$ cat src/rtl/metropolis_exp_pkg.sv
// metropolis_exp_pkg: constants, fixed-point types, FSM states and the result
// clamp shared by the Metropolis exponential unit.
package metropolis_exp_pkg;

    localparam int EXP_ONE   = 32768;
    localparam int EXP_TERMS = 14;
    localparam int EXP_X_MIN = -131072;
    localparam int EXP_X_MAX = 131071;

    typedef logic signed [20:0] exp_acc_t;   // Q5.15
    typedef logic signed [17:0] exp_x_t;     // Q3.15

    typedef enum logic [1:0] {
        IDLE = 2'd0,
        ITER = 2'd1,
        HOLD = 2'd2
    } exp_state_t;

    // Clamp a Q5.15 accumulator into the unsigned Q1.15 result range [0, 1.0].
    function automatic logic [15:0] exp_clamp(input exp_acc_t a);
        logic [15:0] r;
        if (a < 21'sd0) begin
            r = 16'd0;
        end else if (a > 21'sd32768) begin
            r = 16'd32768;
        end else begin
            r = a[15:0];
        end
        return r;
    endfunction

endpackage

$ cat src/rtl/metropolis_exp_if.sv
// metropolis_exp_if: command stream from the node controller plus the decision
// outputs returned to the route-update logic.
interface metropolis_exp_if #(
    parameter int DW = 24
);
    logic          exp_init;
    logic          exp_run;
    logic          exp_fin;
    logic [16:0]   exp_recip;
    logic [DW-1:0] delta_dist;
    logic [15:0]   beta;
    logic [14:0]   rand_in;
    logic          accept_valid;
    logic          accept;
    logic [15:0]   exp_result;
    logic          seq_err;

    modport master (
        output exp_init, exp_run, exp_fin, exp_recip, delta_dist, beta, rand_in,
        input  accept_valid, accept, exp_result, seq_err
    );

    modport slave (
        input  exp_init, exp_run, exp_fin, exp_recip, delta_dist, beta, rand_in,
        output accept_valid, accept, exp_result, seq_err
    );
endinterface

$ cat src/rtl/metropolis_exp_horner_step.sv
// exp_horner_step: one Horner step of the Taylor series,
// acc_next = ONE + (((x*acc) >>> 15) * recip) >>> 15, arithmetic truncating shifts.
module exp_horner_step
    import metropolis_exp_pkg::*;
(
    input  exp_x_t      x,
    input  exp_acc_t    acc,
    input  logic [16:0] recip,
    output exp_acc_t    acc_next
);
    logic signed [38:0] xa_s;
    logic signed [38:0] xa_sh_s;
    logic signed [56:0] tr_s;

    // Full-width products; the final sum wraps into the Q5.15 accumulator.
    always_comb begin
        xa_s     = 39'(x) * 39'(acc);
        xa_sh_s  = xa_s >>> 15;
        tr_s     = 57'(xa_sh_s) * 57'($signed({1'b0, recip}));
        acc_next = 21'((tr_s >>> 15) + 57'(EXP_ONE));
    end
endmodule

$ cat src/rtl/metropolis_exp.sv
// metropolis_exp: exp(-beta*delta) by a 14-term Horner series and the Metropolis
// accept/reject decision. Optional feature macro: EXP_ZERO_CLAMP_EN.
module metropolis_exp
    import metropolis_exp_pkg::*;
#(
    parameter int DW = 24
) (
    input logic             clk,
    input logic             reset,
    metropolis_exp_if.slave bus
);
    localparam int PW = DW + 17;
    localparam int NW = PW + 1;

    exp_state_t  state_r, state_s;
    logic [3:0]  step_r, step_s;
    exp_acc_t    acc_r, acc_s, horner_s;
    exp_x_t      x_r, x_s, x_new_s;
    logic        free_r, free_s;
    logic        zero_r, zero_s, zero_new_s;
    logic        accept_valid_r, accept_valid_s;
    logic        accept_r, accept_s;
    logic        seq_err_r, seq_err_s;
    logic [15:0] result_r, result_s, fin_result_s;
    logic signed [PW-1:0] prod_s;
    logic signed [NW-1:0] neg_s;

    exp_horner_step u_step (
        .x        (x_r),
        .acc      (acc_r),
        .recip    (bus.exp_recip),
        .acc_next (horner_s)
    );

    // Saturated exponent argument for a new operation; wide enough that negation cannot overflow.
    always_comb begin
        prod_s = PW'($signed(bus.delta_dist)) * PW'($signed({1'b0, bus.beta}));
        neg_s  = -NW'(prod_s);
        if (neg_s < NW'(EXP_X_MIN)) begin
            x_new_s = exp_x_t'(EXP_X_MIN);
        end else if (neg_s > NW'(EXP_X_MAX)) begin
            x_new_s = exp_x_t'(EXP_X_MAX);
        end else begin
            x_new_s = neg_s[17:0];
        end
`ifdef EXP_ZERO_CLAMP_EN
        zero_new_s = (neg_s < NW'(EXP_X_MIN));
`else
        zero_new_s = 1'b0;
`endif
    end

    // Result presented at exp_fin: improving moves always see full scale.
    always_comb begin
        if (free_r) begin
            fin_result_s = 16'd32768;
        end else if (zero_r) begin
            fin_result_s = 16'd0;
        end else begin
            fin_result_s = exp_clamp(acc_r);
        end
    end

    // Next-state logic: exp_fin is judged against the current state before exp_init restarts.
    always_comb begin
        state_s        = state_r;
        step_s         = step_r;
        acc_s          = acc_r;
        x_s            = x_r;
        free_s         = free_r;
        zero_s         = zero_r;
        accept_valid_s = 1'b0;
        accept_s       = accept_r;
        result_s       = result_r;
        seq_err_s      = seq_err_r;

        if (bus.exp_fin) begin
            if (state_r == HOLD) begin
                result_s       = fin_result_s;
                accept_s       = free_r | (fin_result_s > {1'b0, bus.rand_in});
                accept_valid_s = 1'b1;
            end else begin
                seq_err_s = 1'b1;
            end
            state_s = IDLE;
        end else if (bus.exp_run) begin
            case (state_r)
                ITER: begin
                    acc_s  = horner_s;
                    step_s = step_r + 4'd1;
                    if (step_r == 4'(EXP_TERMS - 1)) begin
                        state_s = HOLD;
                    end else begin
                        state_s = ITER;
                    end
                end
                HOLD:    seq_err_s = 1'b1;
                default: state_s = state_r;
            endcase
        end else begin
            state_s = state_r;
        end

        if (bus.exp_init) begin
            x_s     = x_new_s;
            acc_s   = exp_acc_t'(EXP_ONE);
            step_s  = 4'd0;
            free_s  = ($signed(bus.delta_dist) <= $signed({DW{1'b0}}));
            zero_s  = zero_new_s;
            state_s = ITER;
        end else begin
            free_s = free_r;
        end
    end

    // State and output registers.
    always_ff @(posedge clk) begin
        if (reset) begin
            state_r        <= IDLE;
            step_r         <= 4'd0;
            acc_r          <= 21'sd0;
            x_r            <= 18'sd0;
            free_r         <= 1'b0;
            zero_r         <= 1'b0;
            accept_valid_r <= 1'b0;
            accept_r       <= 1'b0;
            result_r       <= 16'd0;
            seq_err_r      <= 1'b0;
        end else begin
            state_r        <= state_s;
            step_r         <= step_s;
            acc_r          <= acc_s;
            x_r            <= x_s;
            free_r         <= free_s;
            zero_r         <= zero_s;
            accept_valid_r <= accept_valid_s;
            accept_r       <= accept_s;
            result_r       <= result_s;
            seq_err_r      <= seq_err_s;
        end
    end

    assign bus.accept_valid = accept_valid_r;
    assign bus.accept       = accept_r;
    assign bus.exp_result   = result_r;
    assign bus.seq_err      = seq_err_r;

endmodule

$ cat src/flat_wrapper.sv
// flat-port wrapper written by rule: the top's interface ports become plain ports
module metropolis_exp_flat import metropolis_exp_pkg::*;
#(
    parameter int DW = 24
)
  (clk, reset, bus_exp_init, bus_exp_run, bus_exp_fin, bus_exp_recip, bus_delta_dist, bus_beta, bus_rand_in, bus_accept_valid, bus_accept, bus_exp_result, bus_seq_err);
  metropolis_exp_if #(.DW(DW)) bus_i ();
  input logic clk;
  input logic reset;
  input wire logic [$bits(bus_i.exp_init)-1:0] bus_exp_init;
  input wire logic [$bits(bus_i.exp_run)-1:0] bus_exp_run;
  input wire logic [$bits(bus_i.exp_fin)-1:0] bus_exp_fin;
  input wire logic [$bits(bus_i.exp_recip)-1:0] bus_exp_recip;
  input wire logic [$bits(bus_i.delta_dist)-1:0] bus_delta_dist;
  input wire logic [$bits(bus_i.beta)-1:0] bus_beta;
  input wire logic [$bits(bus_i.rand_in)-1:0] bus_rand_in;
  output wire logic [$bits(bus_i.accept_valid)-1:0] bus_accept_valid;
  output wire logic [$bits(bus_i.accept)-1:0] bus_accept;
  output wire logic [$bits(bus_i.exp_result)-1:0] bus_exp_result;
  output wire logic [$bits(bus_i.seq_err)-1:0] bus_seq_err;
  assign bus_i.exp_init = bus_exp_init;
  assign bus_i.exp_run = bus_exp_run;
  assign bus_i.exp_fin = bus_exp_fin;
  assign bus_i.exp_recip = bus_exp_recip;
  assign bus_i.delta_dist = bus_delta_dist;
  assign bus_i.beta = bus_beta;
  assign bus_i.rand_in = bus_rand_in;
  assign bus_accept_valid = bus_i.accept_valid;
  assign bus_accept = bus_i.accept;
  assign bus_exp_result = bus_i.exp_result;
  assign bus_seq_err = bus_i.seq_err;
  metropolis_exp #(.DW(DW)) u_core (.clk(clk), .reset(reset), .bus(bus_i));
endmodule
$ cat config.mk
export PLATFORM = sky130hd
export DESIGN_NAME = metropolis_exp_flat
export DESIGN_NICKNAME = d
export VERILOG_FILES = /design/src/rtl/metropolis_exp_pkg.sv /design/src/rtl/metropolis_exp_if.sv /design/src/rtl/metropolis_exp_horner_step.sv /design/src/rtl/metropolis_exp.sv /design/src/flat_wrapper.sv
export SDC_FILE = /design/constraint.sdc
export NUM_CORES = 2
export LEC_CHECK = 0
export BUFFER_PORTS_ARGS = -buffer_cell sky130_fd_sc_hd__buf_4
export CORE_MARGIN = 3
export CORE_UTILIZATION = 50
export DETAILED_ROUTE_END_ITERATION = 8
export GPL_TIMING_DRIVEN = 0
export PLACE_DENSITY_LB_ADDON = 0.12
export SYNTH_ARGS = -nofsm -noshare
export SYNTH_HDL_FRONTEND = slang
export SYNTH_SLANG_ARGS = --single-unit
$ cat constraint.sdc
create_clock -name clk -period 14.68 [get_ports clk]
set_input_delay 1.468 -clock clk [delete_from_list [all_inputs] [get_ports clk]]
set_output_delay 1.468 -clock clk [all_outputs]
set_load 0.02 [all_outputs]
After elaboration in Yosys (flattened, before gate mapping)

Cells that the tools add are included.

Word-level logic and storage cells: 64
Output and inout bits: 19
Register bits after elaboration: 65

Equal/unequal tests: 5
Reduce and logical (&&, ||, !) cells: 15
Multipliers: 3
Bitwise logic cells: 2
Muxes and demuxes: 19
$lt $le $gt $ge: 6
Add/sub/neg operators: 3

Operator list:

| operator                                                                          | number |
|---|---|
| 16-bit two-way mux                                                                | 7 |
| 42-bit by 18-bit greater-than comparator with 1-bit output, second input constant | 1 |
| 42-bit by 18-bit less-than comparator with 1-bit output, second input constant    | 1 |
| 41-bit negation with 42-bit output                                                | 1 |
| 24-bit by 17-bit multiplier with 41-bit output                                    | 1 |
| 18-bit by 21-bit multiplier with 39-bit output                                    | 1 |
| 24-bit by 18-bit multiplier with 36-bit output                                    | 1 |
| 18-bit two-way mux                                                                | 2 |
| 24-bit by 1-bit <= comparator with 1-bit output, second input constant            | 1 |
| 21-bit by 17-bit adder with 21-bit output, second input constant                  | 1 |
| 21-bit by 17-bit greater-than comparator with 1-bit output, second input constant | 1 |
| 21-bit by 1-bit less-than comparator with 1-bit output, second input constant     | 1 |
| 16-bit by 15-bit greater-than comparator with 1-bit output                        | 1 |
| 1-bit two-way mux                                                                 | 9 |
| 3-bit AND reduction                                                               | 3 |
| 2-bit nonzero test                                                                | 4 |
| 2-bit AND reduction                                                               | 3 |
| 3-bit nonzero test                                                                | 2 |
| 4-bit by 1-bit adder with 4-bit output, second input constant                     | 1 |
| 4-bit equality test, second input constant                                        | 1 |
| 2-bit != test, second input constant                                              | 2 |
| 2-bit OR reduction                                                                | 2 |
| 3-bit OR reduction                                                                | 1 |
| 2-bit by 1-bit equality test with 1-bit output, second input constant             | 1 |
| other kinds (4)                                                                   | 4 |

Longest topological paths before layout

Depth after elaboration: 7
Depth in mapped cells: 54
Mapped depth without buffers: 52

Modules after synthesis

Synthesis repeated with hierarchy kept, for this count alone.

Cells, all modules: 5086
Area total of the unflattened synthesis: 44829.2 um^2

Modules (own cells, without submodules):

| module          | cells each | area each (um^2) | seq. area each (um^2) | instances |
|---|---|---|---|---|
| exp_horner_step | 2936       | 26477.9          | 0.0                   | 1 |
| metropolis_exp  | 2150       | 18351.4          | 1301.2                | 1 |

Worst setup path before layout

Ideal clock, no wire load.

Kind: register to register
Start point: register u_core.acc_r[10]
End point: register u_core.acc_r[20]
Cell stages (with the launch flop): 47
Slack: 2.172 ns
Path buffers: 3
Arrival time: 12.376 ns
Period minus slack after synthesis: 12.508 ns
Path through: dfxtp_1 clkbuf_1 clkbuf_1 nand2_1 fa_1 fa_1 fa_1 fa_1 inv_1 fa_1 fa_1 ha_1 nand4_1 a21oi_1 a2111oi_0 a211oi_1 o2111ai_1 a21boi_0 (+11 left out) inv_1 fa_1 fa_1 inv_1 fa_1 inv_1 ha_1 and3_1 a221oi_1 o21ai_0 a221oi_1 a21boi_0 nor4bb_1 nand2_1 maj3_1 o2111ai_1 xnor2_1 a21oi_1

Longest elaborated chain between the ends: 3

Ends and longest elaborated chain:

| element                                        | RTL line                         | source |
|---|---|---|
| from (decl)                                    | metropolis_exp.sv:17             | `exp_acc_t acc_r, acc_s, horner_s;` |
| from (signal assigned)                         | metropolis_exp.sv:132            | `acc_r <= acc_s;` |
| 18-bit by 21-bit multiplier with 39-bit output | metropolis_exp_horner_step.sv:17 | `xa_s = 39'(x) * 39'(acc);` |
| 24-bit by 18-bit multiplier with 36-bit output | metropolis_exp_horner_step.sv:19 | `tr_s = 57'(xa_sh_s) * 57'($signed({1'b0, recip}));` |
| 21-bit by 17-bit adder with 21-bit output      | metropolis_exp_horner_step.sv:20 | `acc_next = 21'((tr_s >>> 15) + 57'(EXP_ONE));` |

No other way between the ends.
A chain may end at the register's enable or synchronous reset.

Worst setup path after layout

Start point: register u_core.acc_r[15]
End point: register u_core.acc_r[20]

The elaborated chain is that of the path after synthesis.

==> metrics.md <==
| Metric | Value |
|---|---|
| Outcome | `finished clean` |
| Avg Synthesized Cell Area | `8.893 um^2` |
| Worst Setup Start Kind | `register` |
| Kind of critical path | `reg -> reg` |
| # clock sinks | `65` |
| Most frequent cells in the layout | `1268 x inv_1, 1105 x fa_1, 636 x nand2_1` |
| Min-Delay Endpoint | `u_core.bus.seq_err` |
| Top_reg_cell synth | `dfxtp_1` |
| Reg2reg setup slack | `0.51 ns` |
| Fraction of layout cells with a size suffix above 1 | `0.04085` |
| H-tree depth | `3` |
| Slowest cell on the critical path | `fa_1` |
| Slew margin rel. | `0.1496` |
| Hold buffer count at cts | `0` |
| Reg2reg end | `u_core.acc_r[20]` |
| Sequential share of the synthesized area | `0.02956` |
| Yosys warns | `0` |
| RR Startpoint | `u_core.acc_r[15]` |
| Final WS setup | `0.5101 ns` |
| Drt pass-1 iters | `6` |
| Largest net degree at the start of global routing | `15` |
| Filler instances | `8314` |
| Post-DR vias/cell | `5.237` |
| Num CTS Buffers | `9` |
| Synth async-reset ratio | `0` |
| CP Max Fanout | `10` |
| Most common cell after layout, fill and taps aside | `inv_1` |
| Drt drc | `0` |
| Total negative slack | `0 ns` |
| Seq cells post-synth | `65` |
| Required time of the critical path | `14.90 ns` |
| Largest cells by area after synthesis | `fa_1 50%, inv_1 11%, ha_1 9.4%` |
| First DRT Iteration DRCs | `1740` |
| Placed Cells | `6198` |
| Syn nets | `6462` |
| CP delay by family, top | `adder cells` |
| Clock Root Buffer | `clkbuf_16` |
| Initial Util | `0.5059` |
| Area grow syn2layout | `6.446%` |
| TritonCTS clock tree | `built` |
| Post-layout util | `0.5385` |
| Core area | `87020 um^2` |
| All-Layer GR Usage | `0.2747` |
| Antenna violations before repair | `5` |
| Place WS | `-1.571 ns` |
| Cell area after synthesis | `44020 um^2` |
| Die height | `302.7 um` |
| Crit path DAT | `14.39 ns` |
| Clk buf depth | `2` |
| Clock skew | `0.01345 ns` |
| Worst Hold Class | `reg -> reg` |
| Crit path largest cell delay | `0.54 ns` |
| FP Rows | `108` |
| Netlist cell types | `74` |
| Die W | `302.7 um` |
| CP bufs+invs | `11` |
| Die area | `91640 um^2` |
| GPL Wtd Cong | `0.9513` |
| Worst setup startpoint | `u_core.acc_r[15]` |
| R2r worst-path depth | `47` |
| Post-synth EDFFs | `0` |
| Least-Margin Pin Slew | `1.266 ns` |
| Fin cells | `6224` |
| Tcrit/Tclk final | `0.9653` |
| Routed wire per std cell | `19.49 um` |
| Synth area leader | `fa_1` |
| # IOs | `96` |
| Hold wc startpoint | `u_core.bus.seq_err` |
| Final ANT Viol Nets | `0` |
| Top-area cell type share of the netlist area | `0.5025` |
| Number of max-cap violations | `0` |
| Post-Syn Instances | `4950` |
| Minimum period implied by the final worst setup slack | `14.17 ns` |
| First-pass GRT wire length | `192600 um` |
| GR Overflow Total | `0` |
| Max Slew Vio Count | `0` |
| Worst-path clk slew | `0.07 ns` |
| Vias in the first global route | `34270` |
| Fin. Hold Viols | `0` |
| Worst skew pair latency | `0.35 ns` |
| CP most frequent cell | `fa_1` |
| Hpwl dp | `106500 um` |
| Min-Delay Path Depth | `2` |
| Crit. End Element | `register` |
| Final number of setup-violating endpoints | `0` |
| Nets | `6574` |
| Fmax | `70.57 MHz` |
| Buffers on Ports | `93` |
| Total wire length | `121300 um` |
| Vias | `32590` |
[flip-flops by register name, summed over array words and instances, names as in the netlist]
register / count
u_core.bus.accept_valid: 1
u_core.x_r: 18
u_core.step_r: 4
u_core.free_r: 1
u_core.state_r: 2
u_core.acc_r: 21
u_core.bus.seq_err: 1
u_core.bus.exp_result: 16
u_core.bus.accept: 1
[worst max-delay path by stage]
| stage | cells after the start | endpoint |
|---|---|---|
| after floorplan | 46 | u_core.acc_r[20] |
| after global placement | 46 | u_core.acc_r[20] |
| after CTS | 47 | u_core.acc_r[20] |
| after detailed placement | 46 | u_core.acc_r[20] |
| final | 47 | u_core.acc_r[20] |
| after global routing | 46 | u_core.acc_r[20] |
[Yosys cell counts, drive strengths merged (15+ instances only)]
cell type	instances
nor2	85
inv	1268
clkbuf	216
nand2	636
dfxtp	65
nor2b	15
nand2b	29
o21ai	54
nor3	21
a21o	49
fa	1105
ha	330
o21a	15
xnor2	75
nand3	19
and2	616
nand4	22
a21oi	114
xor2	31
[metrics by stage]
stage	hold slack (ns)	area (um^2)
after floorplan	0.4718	44020
after global placement	0.4397	46170
after detailed placement	0.4506	46170
after CTS	0.4674	46700
after global routing	0.4796	46850
final	0.4668	46860
[timing repair]
| action | in CTS | in global routing |
|---|---|---|
| pin swaps | 2 | 3 |
| gates resized for setup | 50 | 59 |
| setup endpoints to repair | 13 | 6 |
| buffers inserted | 3 | 6 |
[final cells by class]
cell class | count | area, um^2 | area share
antenna | 2 | 5.005 | 0.0001068
sequential | 65 | 1301 | 0.02777
inverter | 1269 | 4763 | 0.1017
clock buffer | 9 | 225.2 | 0.004806
multi-input combinational | 3393 | 37350 | 0.7970
tap | 1155 | 1445 | 0.03084
buffer | 222 | 912.1 | 0.01946
timing repair buffer | 102 | 778.2 | 0.01661
clock inverter | 7 | 83.83 | 0.001789
[cell families after synthesis]
group | count (synthesis) | share of synthesized area
compound gates | 333 | 0.04928
flops | 65 | 0.02956
simple gates | 1515 | 0.1751
buf+inv | 1492 | 0.1275
fa+ha+maj | 1436 | 0.5965
mux | 2 | 0.0004548
xor+xnor | 107 | 0.02160
[per-layer routing]
layer  track usage  vias up  part of all wire
li1              -    14640                 -
met1        0.3749    16850              0.42
met2        0.4635      927              0.49
met3       0.03470      166             0.060
met4       0.07704        6             0.033
met5             0        -           0.00031
[worst reg2reg max path: cells and delay by family (launching register included)]
kind	cells	cell delay (ns)
AO/OA/AOI/OAI	14	3.54
flip-flops	1	0.35
buffers and inverters	11	1.65
AND/OR/NAND/NOR	5	1.00
XOR/XNOR	2	0.41
adder cells (fa/ha/maj)	15	7.05
Power is left out: the tool's default activity adds up to more than one toggle a clock period on the data nets, which glitch-free logic cannot reach.
